--- config.mk ---
export PLATFORM = sky130hd
export DESIGN_NAME = hex_page_sequencer
export DESIGN_NICKNAME = d
export VERILOG_FILES = /design/src/rtl/hex_page_sequencer_pkg.sv /design/src/rtl/hex_page_sequencer_key_debouncer.sv /design/src/rtl/hex_page_sequencer.sv
export SDC_FILE = /design/constraint.sdc
export NUM_CORES = 1
export LEC_CHECK = 0
export ABC_AREA = 1
export CELL_PAD_IN_SITES_DETAIL_PLACEMENT = 0
export CELL_PAD_IN_SITES_GLOBAL_PLACEMENT = 1
export CORE_ASPECT_RATIO = 1.5
export CORE_UTILIZATION = 36
export CTS_BUF_LIST = sky130_fd_sc_hd__clkbuf_8
export DETAILED_ROUTE_END_ITERATION = 8
export PLACE_DENSITY_LB_ADDON = 0.1
export SYNTH_ARGS = -nofsm -noshare
export SYNTH_HDL_FRONTEND = slang
export SYNTH_SLANG_ARGS = --single-unit
export TNS_END_PERCENT = 1
--- constraint.sdc ---
create_clock -name clk -period 2.9 [get_ports clk]
set_input_delay 0.725 -clock clk [delete_from_list [all_inputs] [get_ports clk]]
set_output_delay 0.725 -clock clk [all_outputs]
set_load 0.1 [all_outputs]
--- src/rtl/hex_page_sequencer_pkg.sv ---
// Shared constants, FSM encoding and BCD helper for the 7-segment page sequencer.
package hex_page_sequencer_pkg;

  localparam logic [7:0]  DISP_OVF_BCD = 8'hFF;
  localparam int unsigned PAGE_W       = 4;

  typedef enum logic [1:0] {
    HPS_IDLE  = 2'd0,
    HPS_SHIFT = 2'd1,
    HPS_LOAD  = 2'd2
  } hps_state_e;

  // Double-dabble correction: add 3 to every BCD nibble that is 5 or more.
  function automatic logic [11:0] bcd_add3(input logic [11:0] v);
    logic [11:0] r;
    r = v;
    for (int unsigned i = 0; i < 3; i++) begin
      if (v[4*i +: 4] >= 4'd5) r[4*i +: 4] = v[4*i +: 4] + 4'd3;
    end
    return r;
  endfunction

endpackage

--- src/rtl/hex_page_sequencer_key_debouncer.sv ---
// Raw active-low key -> 2-FF synchroniser -> ms-based stability filter -> press pulse.
module key_debouncer
  import hex_page_sequencer_pkg::*;
#(
  parameter int unsigned DEBOUNCE_MS = 20
) (
  input  logic clk,
  input  logic rst_n,
  input  logic ms_tick_i,
  input  logic key_n_i,
  output logic press_o
);

  localparam int unsigned CW = (DEBOUNCE_MS > 1) ? $clog2(DEBOUNCE_MS) : 1;

  logic [1:0]    sync_q;
  logic          level_q;
  logic [CW-1:0] cnt_q;
  logic          press_q;
  logic          key_s;

  assign key_s   = sync_q[1];
  assign press_o = press_q;

  // Counter clears whenever the synchronised key agrees with the accepted level.
  always_ff @(posedge clk or negedge rst_n) begin
    if (!rst_n) begin
      sync_q  <= '1;
      level_q <= 1'b1;
      cnt_q   <= '0;
      press_q <= 1'b0;
    end else begin
      sync_q  <= {sync_q[0], key_n_i};
      press_q <= 1'b0;
      if (key_s == level_q) begin
        cnt_q <= '0;
      end else if (ms_tick_i) begin
        if (cnt_q == CW'(DEBOUNCE_MS - 1)) begin
          cnt_q   <= '0;
          level_q <= key_s;
          press_q <= ~key_s;
        end else begin
          cnt_q <= cnt_q + 1'b1;
        end
      end
    end
  end

endmodule

--- src/rtl/hex_page_sequencer.sv ---
// Page selector feeding the DE10 7-segment indicator: dwell rotation, key paging,
// and a sequential double-dabble converting the selected byte to packed BCD.
module hex_page_sequencer
  import hex_page_sequencer_pkg::*;
#(
  parameter int unsigned CLK_FREQ_HZ = 50_000_000,
  parameter int unsigned NUM_PAGES   = 4,
  parameter int unsigned DWELL_MS    = 1000,
  parameter int unsigned DEBOUNCE_MS = 20
) (
  input  logic                   clk,
  input  logic                   rst_n,
  input  logic [NUM_PAGES*8-1:0] page_data,
  input  logic                   key_next_n,
  input  logic                   key_hold_n,
  output logic [31:0]            out_reg1,
  output logic [31:0]            out_reg2,
  output logic                   frozen,
  output logic                   conv_busy
);

  localparam int unsigned PRESC = CLK_FREQ_HZ / 1000;
  localparam int unsigned PW    = (PRESC > 1) ? $clog2(PRESC) : 1;
  localparam int unsigned DW    = (DWELL_MS > 1) ? $clog2(DWELL_MS) : 1;

  logic [1:0] rst_sync_q;
  logic       rst_core_n;

  always_ff @(posedge clk or negedge rst_n) begin
    if (!rst_n) rst_sync_q <= '0;
    else        rst_sync_q <= {rst_sync_q[0], 1'b1};
  end

  assign rst_core_n = rst_sync_q[1];

  logic [PW-1:0] presc_q;
  logic          ms_tick;

  assign ms_tick = (presc_q == PW'(PRESC - 1));

  always_ff @(posedge clk or negedge rst_core_n) begin
    if (!rst_core_n) presc_q <= '0;
    else             presc_q <= ms_tick ? '0 : presc_q + 1'b1;
  end

  logic next_evt;
  logic hold_evt;

  key_debouncer #(.DEBOUNCE_MS(DEBOUNCE_MS)) u_key_next (
    .clk       (clk),
    .rst_n     (rst_core_n),
    .ms_tick_i (ms_tick),
    .key_n_i   (key_next_n),
    .press_o   (next_evt)
  );

  key_debouncer #(.DEBOUNCE_MS(DEBOUNCE_MS)) u_key_hold (
    .clk       (clk),
    .rst_n     (rst_core_n),
    .ms_tick_i (ms_tick),
    .key_n_i   (key_hold_n),
    .press_o   (hold_evt)
  );

  logic [PAGE_W-1:0] page_q, page_d, page_seen_q;
  logic [DW-1:0]     dwell_q, dwell_d;
  logic              frozen_q, frozen_d;
  logic              auto_adv;
  logic              page_chg;

  // Manual and automatic advance share one increment, so a coincident pair steps once.
  always_comb begin
    page_d   = page_q;
    dwell_d  = dwell_q;
    frozen_d = frozen_q;
    auto_adv = 1'b0;
    if (!frozen_q && ms_tick) begin
      if (dwell_q == DW'(DWELL_MS - 1)) begin
        dwell_d  = '0;
        auto_adv = 1'b1;
      end else begin
        dwell_d = dwell_q + 1'b1;
      end
    end
    if (next_evt || hold_evt) dwell_d = '0;
    if (hold_evt) frozen_d = ~frozen_q;
    if (next_evt || auto_adv) begin
      page_d = (page_q == PAGE_W'(NUM_PAGES - 1)) ? '0 : page_q + 1'b1;
    end
  end

  always_ff @(posedge clk or negedge rst_core_n) begin
    if (!rst_core_n) begin
      page_q      <= '0;
      page_seen_q <= '0;
      dwell_q     <= '0;
      frozen_q    <= 1'b0;
    end else begin
      page_q      <= page_d;
      page_seen_q <= page_q;
      dwell_q     <= dwell_d;
      frozen_q    <= frozen_d;
    end
  end

  assign page_chg = (page_q != page_seen_q);

  logic [7:0] sel_byte;

  always_comb begin
    sel_byte = '0;
    for (int unsigned p = 0; p < NUM_PAGES; p++) begin
      if (page_q == PAGE_W'(p)) sel_byte = page_data[8*p +: 8];
    end
  end

  hps_state_e        state_q, state_d;
  logic              pend_q, pend_d;
  logic [7:0]        bin_q, bin_d;
  logic [11:0]       bcd_q, bcd_d;
  logic [2:0]        shift_cnt_q, shift_cnt_d;
  logic [PAGE_W-1:0] idx_q, idx_d;
  logic [PAGE_W-1:0] oidx_q, oidx_d;
  logic [7:0]        obcd_q, obcd_d;
  logic              start_req;
  logic [11:0]       bcd_adj;

  // Index and byte are captured together at start and published together in LOAD.
  always_comb begin
    state_d     = state_q;
    pend_d      = pend_q;
    bin_d       = bin_q;
    bcd_d       = bcd_q;
    shift_cnt_d = shift_cnt_q;
    idx_d       = idx_q;
    oidx_d      = oidx_q;
    obcd_d      = obcd_q;
    start_req   = ms_tick | page_chg;
    bcd_adj     = bcd_add3(bcd_q);
    unique case (state_q)
      HPS_IDLE: begin
        if (start_req || pend_q) begin
          state_d     = HPS_SHIFT;
          pend_d      = 1'b0;
          bin_d       = sel_byte;
          bcd_d       = '0;
          shift_cnt_d = '0;
          idx_d       = page_q;
        end
      end
      HPS_SHIFT: begin
        if (start_req) pend_d = 1'b1;
        bcd_d = {bcd_adj[10:0], bin_q[7]};
        bin_d = {bin_q[6:0], 1'b0};
        if (shift_cnt_q == 3'd7) state_d = HPS_LOAD;
        else                     shift_cnt_d = shift_cnt_q + 1'b1;
      end
      HPS_LOAD: begin
        if (start_req) pend_d = 1'b1;
        state_d = HPS_IDLE;
        oidx_d  = idx_q;
        obcd_d  = (bcd_q[11:8] != 4'd0) ? DISP_OVF_BCD : bcd_q[7:0];
      end
      default: state_d = HPS_IDLE;
    endcase
  end

  always_ff @(posedge clk or negedge rst_core_n) begin
    if (!rst_core_n) begin
      state_q     <= HPS_IDLE;
      pend_q      <= 1'b0;
      bin_q       <= '0;
      bcd_q       <= '0;
      shift_cnt_q <= '0;
      idx_q       <= '0;
      oidx_q      <= '0;
      obcd_q      <= '0;
    end else begin
      state_q     <= state_d;
      pend_q      <= pend_d;
      bin_q       <= bin_d;
      bcd_q       <= bcd_d;
      shift_cnt_q <= shift_cnt_d;
      idx_q       <= idx_d;
      oidx_q      <= oidx_d;
      obcd_q      <= obcd_d;
    end
  end

  assign out_reg1  = {28'd0, oidx_q};
  assign out_reg2  = {24'd0, obcd_q};
  assign frozen    = frozen_q;
  assign conv_busy = (state_q != HPS_IDLE);

endmodule
* Yosys cells after proc, flatten, opt, wreduce, memory -nomap -nowiden
Index checks and enable logic that the tools add are counted.
** Word-level totals
- Word-level logic and storage cells :: 119
- Register bits :: 97
- Output and inout port bits :: 66
** Cells by class
- Bitwise operators :: 6
- Equality and inequality tests :: 17
- Multiplexer cells :: 40
- Add/subtract/negate cells :: 9
- Reductions and logical operators :: 22
- $lt $le $gt $ge :: 3
** Operators with widths (count)
- 2-to-1 mux 8 bit :: 6
- 2-to-1 mux 10 bit :: 3
- 2-to-1 mux 5 bit :: 6
- case mux 12 bit (2 select lines) :: 1
- adder 16 x 1 -> 16 bit (second input constant) :: 1
- equality test 16 bit (second input constant) :: 1
- 2-to-1 mux 16 bit :: 1
- case mux 8 bit (2 select lines) :: 1
- >= comparator 4 x 3 -> 1 bit (second input constant) :: 3
- 2-to-1 mux 12 bit :: 1
- 2-to-1 mux 4 bit :: 3
- AND reduction 3 bit :: 4
- nonzero test 2 bit :: 6
- adder 10 x 1 -> 10 bit (second input constant) :: 1
- adder 5 x 1 -> 5 bit (second input constant) :: 2
- equality test 10 bit (second input constant) :: 1
- equality test 5 bit (second input constant) :: 2
- 2-to-1 mux 1 bit :: 10
- 2-to-1 mux 3 bit :: 3
- adder 4 x 2 -> 4 bit (second input constant) :: 2
- equality test 4 x 2 -> 1 bit (second input constant) :: 2
- inequality test 2 bit (second input constant) :: 3
- case mux 3 bit (2 select lines) :: 1
- AND reduction 2 bit :: 3
- 22 further kinds :: 30

* Logic depth before layout (Yosys ltp)
- Depth in word-level cells :: 7
- Depth in mapped cells :: 11

* Hierarchy
From an unflattened synthesis, not the netlist that was laid out.
** Second synthesis, totals
- Cells, all modules :: 731
- Area total of the unflattened synthesis :: 5873.1 um2
** Modules (own cells, without submodules)
- hex_page_sequencer :: area each 4934.7 um2, times used 1, cells each 617
- key_debouncer :: area each 469.2 um2, times used 2, cells each 57

* Worst setup path before layout
Ideal clock, no wire load.
- Path type :: register to register
- Start :: register state_q[0]
- End :: register bcd_q[9]
- Cell stages (with the launch flop) :: 8
- Path slack :: 0.866 ns
- Required time :: 2.783 ns
- Buffers on the path :: 1
- Setup time :: 0.117 ns
- Data arrival time :: 1.917 ns
- Period minus slack after synthesis :: 2.034 ns
- Cells stage by stage :: dfrtp_1 > inv_1 > ha_1 > inv_1 > nand2_1 > buf_2 > nand3_2 > nand2_1
** Between the ends
- Word-level cells in the longest chain between the ends :: 3
** RTL lines
- start: declaration :: line hex_page_sequencer.sv:117 : hps_state_e state_q, state_d;
- start signal: assignment :: line hex_page_sequencer.sv:179 : state_q <= state_d;
- equality test 2 x 1 -> 1 bit or logical NOT 2 bit (tied branches) :: line hex_page_sequencer.sv:140 : unique case (state_q)
- nonzero test 2 bit (no line) or inequality test 2 bit (tied branches)
- AND reduction 2 bit (no line)
- end signal: assignment :: line hex_page_sequencer.sv:173 : bcd_q <= '0;
- end signal: assignment :: line hex_page_sequencer.sv:182 : bcd_q <= bcd_d;
- end: declaration :: line hex_page_sequencer.sv:120 : logic [11:0] bcd_q, bcd_d;
Parallel ways exist; a longest one is shown, timed or not.
A chain may end at the register's enable or synchronous reset.

* Worst setup path after layout
- Start :: register state_q[0]
- End :: output conv_busy
** Between the ends
- Word-level cells in the longest chain between the ends :: 1
** RTL lines
- nonzero test 2 bit :: line hex_page_sequencer.sv:193 : assign conv_busy = (state_q != HPS_IDLE);
- end: declaration :: line hex_page_sequencer.sv:19 : output logic conv_busy
Every way passes these cells.

==> reports/qor.yml <==
status:
  outcome: "finished clean"
worst_setup_path:
  cpPeakStageDelay_ns: 0.39
  cp-end-kind: "primary output"
  cp.required_ns: 2.17
  path_delay_family: "buffers and inverters"
  r2r.worst_path.cells: 10
  startpoint_type: "flip-flop"
  crit_type: "reg -> out"
  worstReg2RegStart: "presc_q[0]"
  rrSetupSlack_ns: 0.90
  crit_chain: "inv_1 -> ha_1 -> inv_1 -> buf_4"
  cp_common_cell: "inv_1"
  reg2reg_to: "bin_q[0]"
  crit_slowest_cell: "dfrtp_1"
  worst-path-buf-inv: 3
  worstPathArrival_ns: 1.54
  crit_fanout: 4
final_layout:
  fin_nets: 869
  num-fill-cells: 1688
  multiInputGateArea_um2: 2785
  post_route_cells_drive_above_1_share: 0.08068
  regArea_um2: 2439
  area_growth_pct: 10.59
  antennaDiodeCount: 0
pwr:
  p_int_uw: 1725
  p_sw_frac: 0.3287
  p_sw_uw: 844.7
  p_comb_frac: 0.149
  leakage_uw: 0.003398
  power_frac_clock: 0.317
  seqPwrFrac: 0.534
  power_density_nw_per_um2: 396.6
  ir_worst_vdd_mv: 0.1932
  total_power_uw: 2570
sta:
  maxSlewViolCount: 0
  fin_crit_ns: 2.267
  relSlewSlack: 0.5044
  setup_viol: 0
  hold_violations: 0
  fin_setup_tns_ns: 0
  post-route-period-util: 0.7818
  fmax_mhz: 441.1
  rsz0062_at_grt: "false"
  tightestPinTransition_ns: 0.7426
  skew_ns: 0.01280
floorplanning:
  io_pins: 102
  die-area_um2: 16800
  core_um2: 15770
  die_y_um: 158.3
  die-width_um: 106.2
  row_count: 56
  start_util: 0.3717
yosys:
  syn-cell-area_um2: 5859
  synth_top_family_by_area: "simple AND/OR/NAND/NOR gates"
  synth_common_cells: "nand2_1, dfrtp_1, inv_1, nor2_1, nand3_1"
  synthTopCellsByArea: "dfrtp_1, nand2_1, buf_4, nand3_1, inv_1"
  synth_cell_types: 32
  synth_most_common_cell: "nand2_1"
  synthSimpleGateAreaFrac: 0.3128
  synthAdderAreaFrac: 0.04271
  yosysTopAreaCellShare: 0.3886
  synth_ff_type: "dfrtp_1"
  ys_warn_count: 0
  syn_inst: 768
  yosys.area.top_type: "dfrtp_1"
  synthMuxAreaShare: 0
  synth_edf_count: 0
  yosysSeqAreaShare: 0.4155
  syn_avg_cell_area_um2: 7.629
  synth-compound-area-share: 0.05445
  async_reset_ff_frac: 1.000
  ys_ff_latch: 97
  synth_xor_area_frac: 0.03139
clocking:
  cts_root_buffer: "clkbuf_8"
  cts.sinks: 97
  numCtsBuffers: 9
  cts_tree: "done"
  post_cts_buffers: 0
  cts_buffer_depth: 2
  clock_latency_ns: 0.37
  ctsResizeCount: 0
  h-tree-depth: 3
  postCtsHoldBufs: 0
  path_clk_slew_ns: 0.10
route:
  dr.pass1.iters: 4
  via_per_inst: 4.615
  drc: 0
  vias: 4712
  drt-initial-drc-count: 152
  ant_nets: 0
  routed_wl_mm: 13.10
  wl_per_cell_um: 12.83
placed_design:
  numPortBuffers: 49
  gp_congestion: 0.8106
  dp_hpwl_mm: 9.917
global_route:
  grt_pass1_wl_mm: 22.06
  grt_pass1_vias: 4713
  grt_max_degree: 46
  track_usage: 0.1655
  overflow: 0
  antenna_found_initial: 0
hold_path:
  worstHoldPathType: "reg -> async"
run:
  drv_cap: 0
## power by group through the flow
stage	Sequential [uW]	Clock [uW]	Combinational, uW
global route	1380	891	398
floorplan	1400	0	364
finish	1370	814	384
global placement	1400	0	384
CTS	1370	858	384
detailed placement	1400	0	384
## final cells by class
class / instances / share of cell area
inverters: 89 / 0.05155
well taps: 203 / 0.03920
clock buffers: 9 / 0.01912
clock inverters: 7 / 0.007144
multi-input cells: 563 / 0.4298
repair buffers: 53 / 0.07685
flip-flops and latches: 97 / 0.3763
## routing by layer
metal / GRT usage / part of all wire / vias to the layer above
li1: - / - / 2397
met5: 0 / 0 / -
met3: 0.02292 / 0.020 / 19
met2: 0.3203 / 0.56 / 59
met1: 0.1774 / 0.40 / 2237
met4: 0.06944 / 0.023 / 0
## through the flow
step           utilization  setup slack [ns]  cell area [um^2]  instances  hold slack (ns)
3_3_place_gp        0.4002            0.8482              6310       1005           0.3387
6_report            0.4110            0.6329              6480       1021           0.3457
2_1_floorplan            -          0.008463              6051        819           0.3312
3_5_place_dp        0.4002            0.8518              6310       1005           0.3362
5_1_grt             0.4110            0.5471              6480       1021           0.3655
4_1_cts             0.4110            0.6008              6480       1021           0.3611
## cell families (layout without fill, tap and decap cells)
logic type / count (synthesis) / count (layout)
simple gates: 406 / 406
buf+inv: 159 / 158
flops: 97 / 97
compound gates: 63 / 63
xor+xnor: 21 / 21
fa+ha+maj: 20 / 20
other cells: 2 / 53
## placed cells by master (no fill, tap or decap), types with 6 or more instances in the layout
cell type	n
nand2_1	214
nor3_1	15
conb_1	53
clkbuf_8	9
clkdlybuf4s50_1	35
buf_4	17
nand3b_1	12
xor2_1	16
nand3_2	11
dfrtp_1	90
ha_1	20
o21ai_0	38
inv_1	86
nand3_1	65
dfstp_2	6
a21oi_1	23
nor2_1	69
## how the worst max path moves through the flow
stage,startpoint,end,cells past startpoint
3_5_place_dp,presc_q[0],state_q[0],10
2_1_floorplan,rst_sync_q[1],bcd_q[0],0
3_3_place_gp,presc_q[0],bin_q[0],10
4_1_cts,state_q[0],conv_busy,4
5_1_grt,state_q[1],conv_busy,4
6_report,state_q[0],conv_busy,4
## registers in the layout, indices dropped and copies added, names as in the netlist, 4 cells and up
| name | count |
|---|---|
| presc_q | 16 |
| bcd_q | 12 |
| dwell_q | 10 |
| bin_q | 8 |
| obcd_q | 8 |
| u_key_hold.cnt_q | 5 |
| u_key_next.cnt_q | 5 |
| idx_q | 4 |
| oidx_q | 4 |
| page_q | 4 |
| page_seen_q | 4 |
No activity file was read; power rests on OpenSTA's default activity.
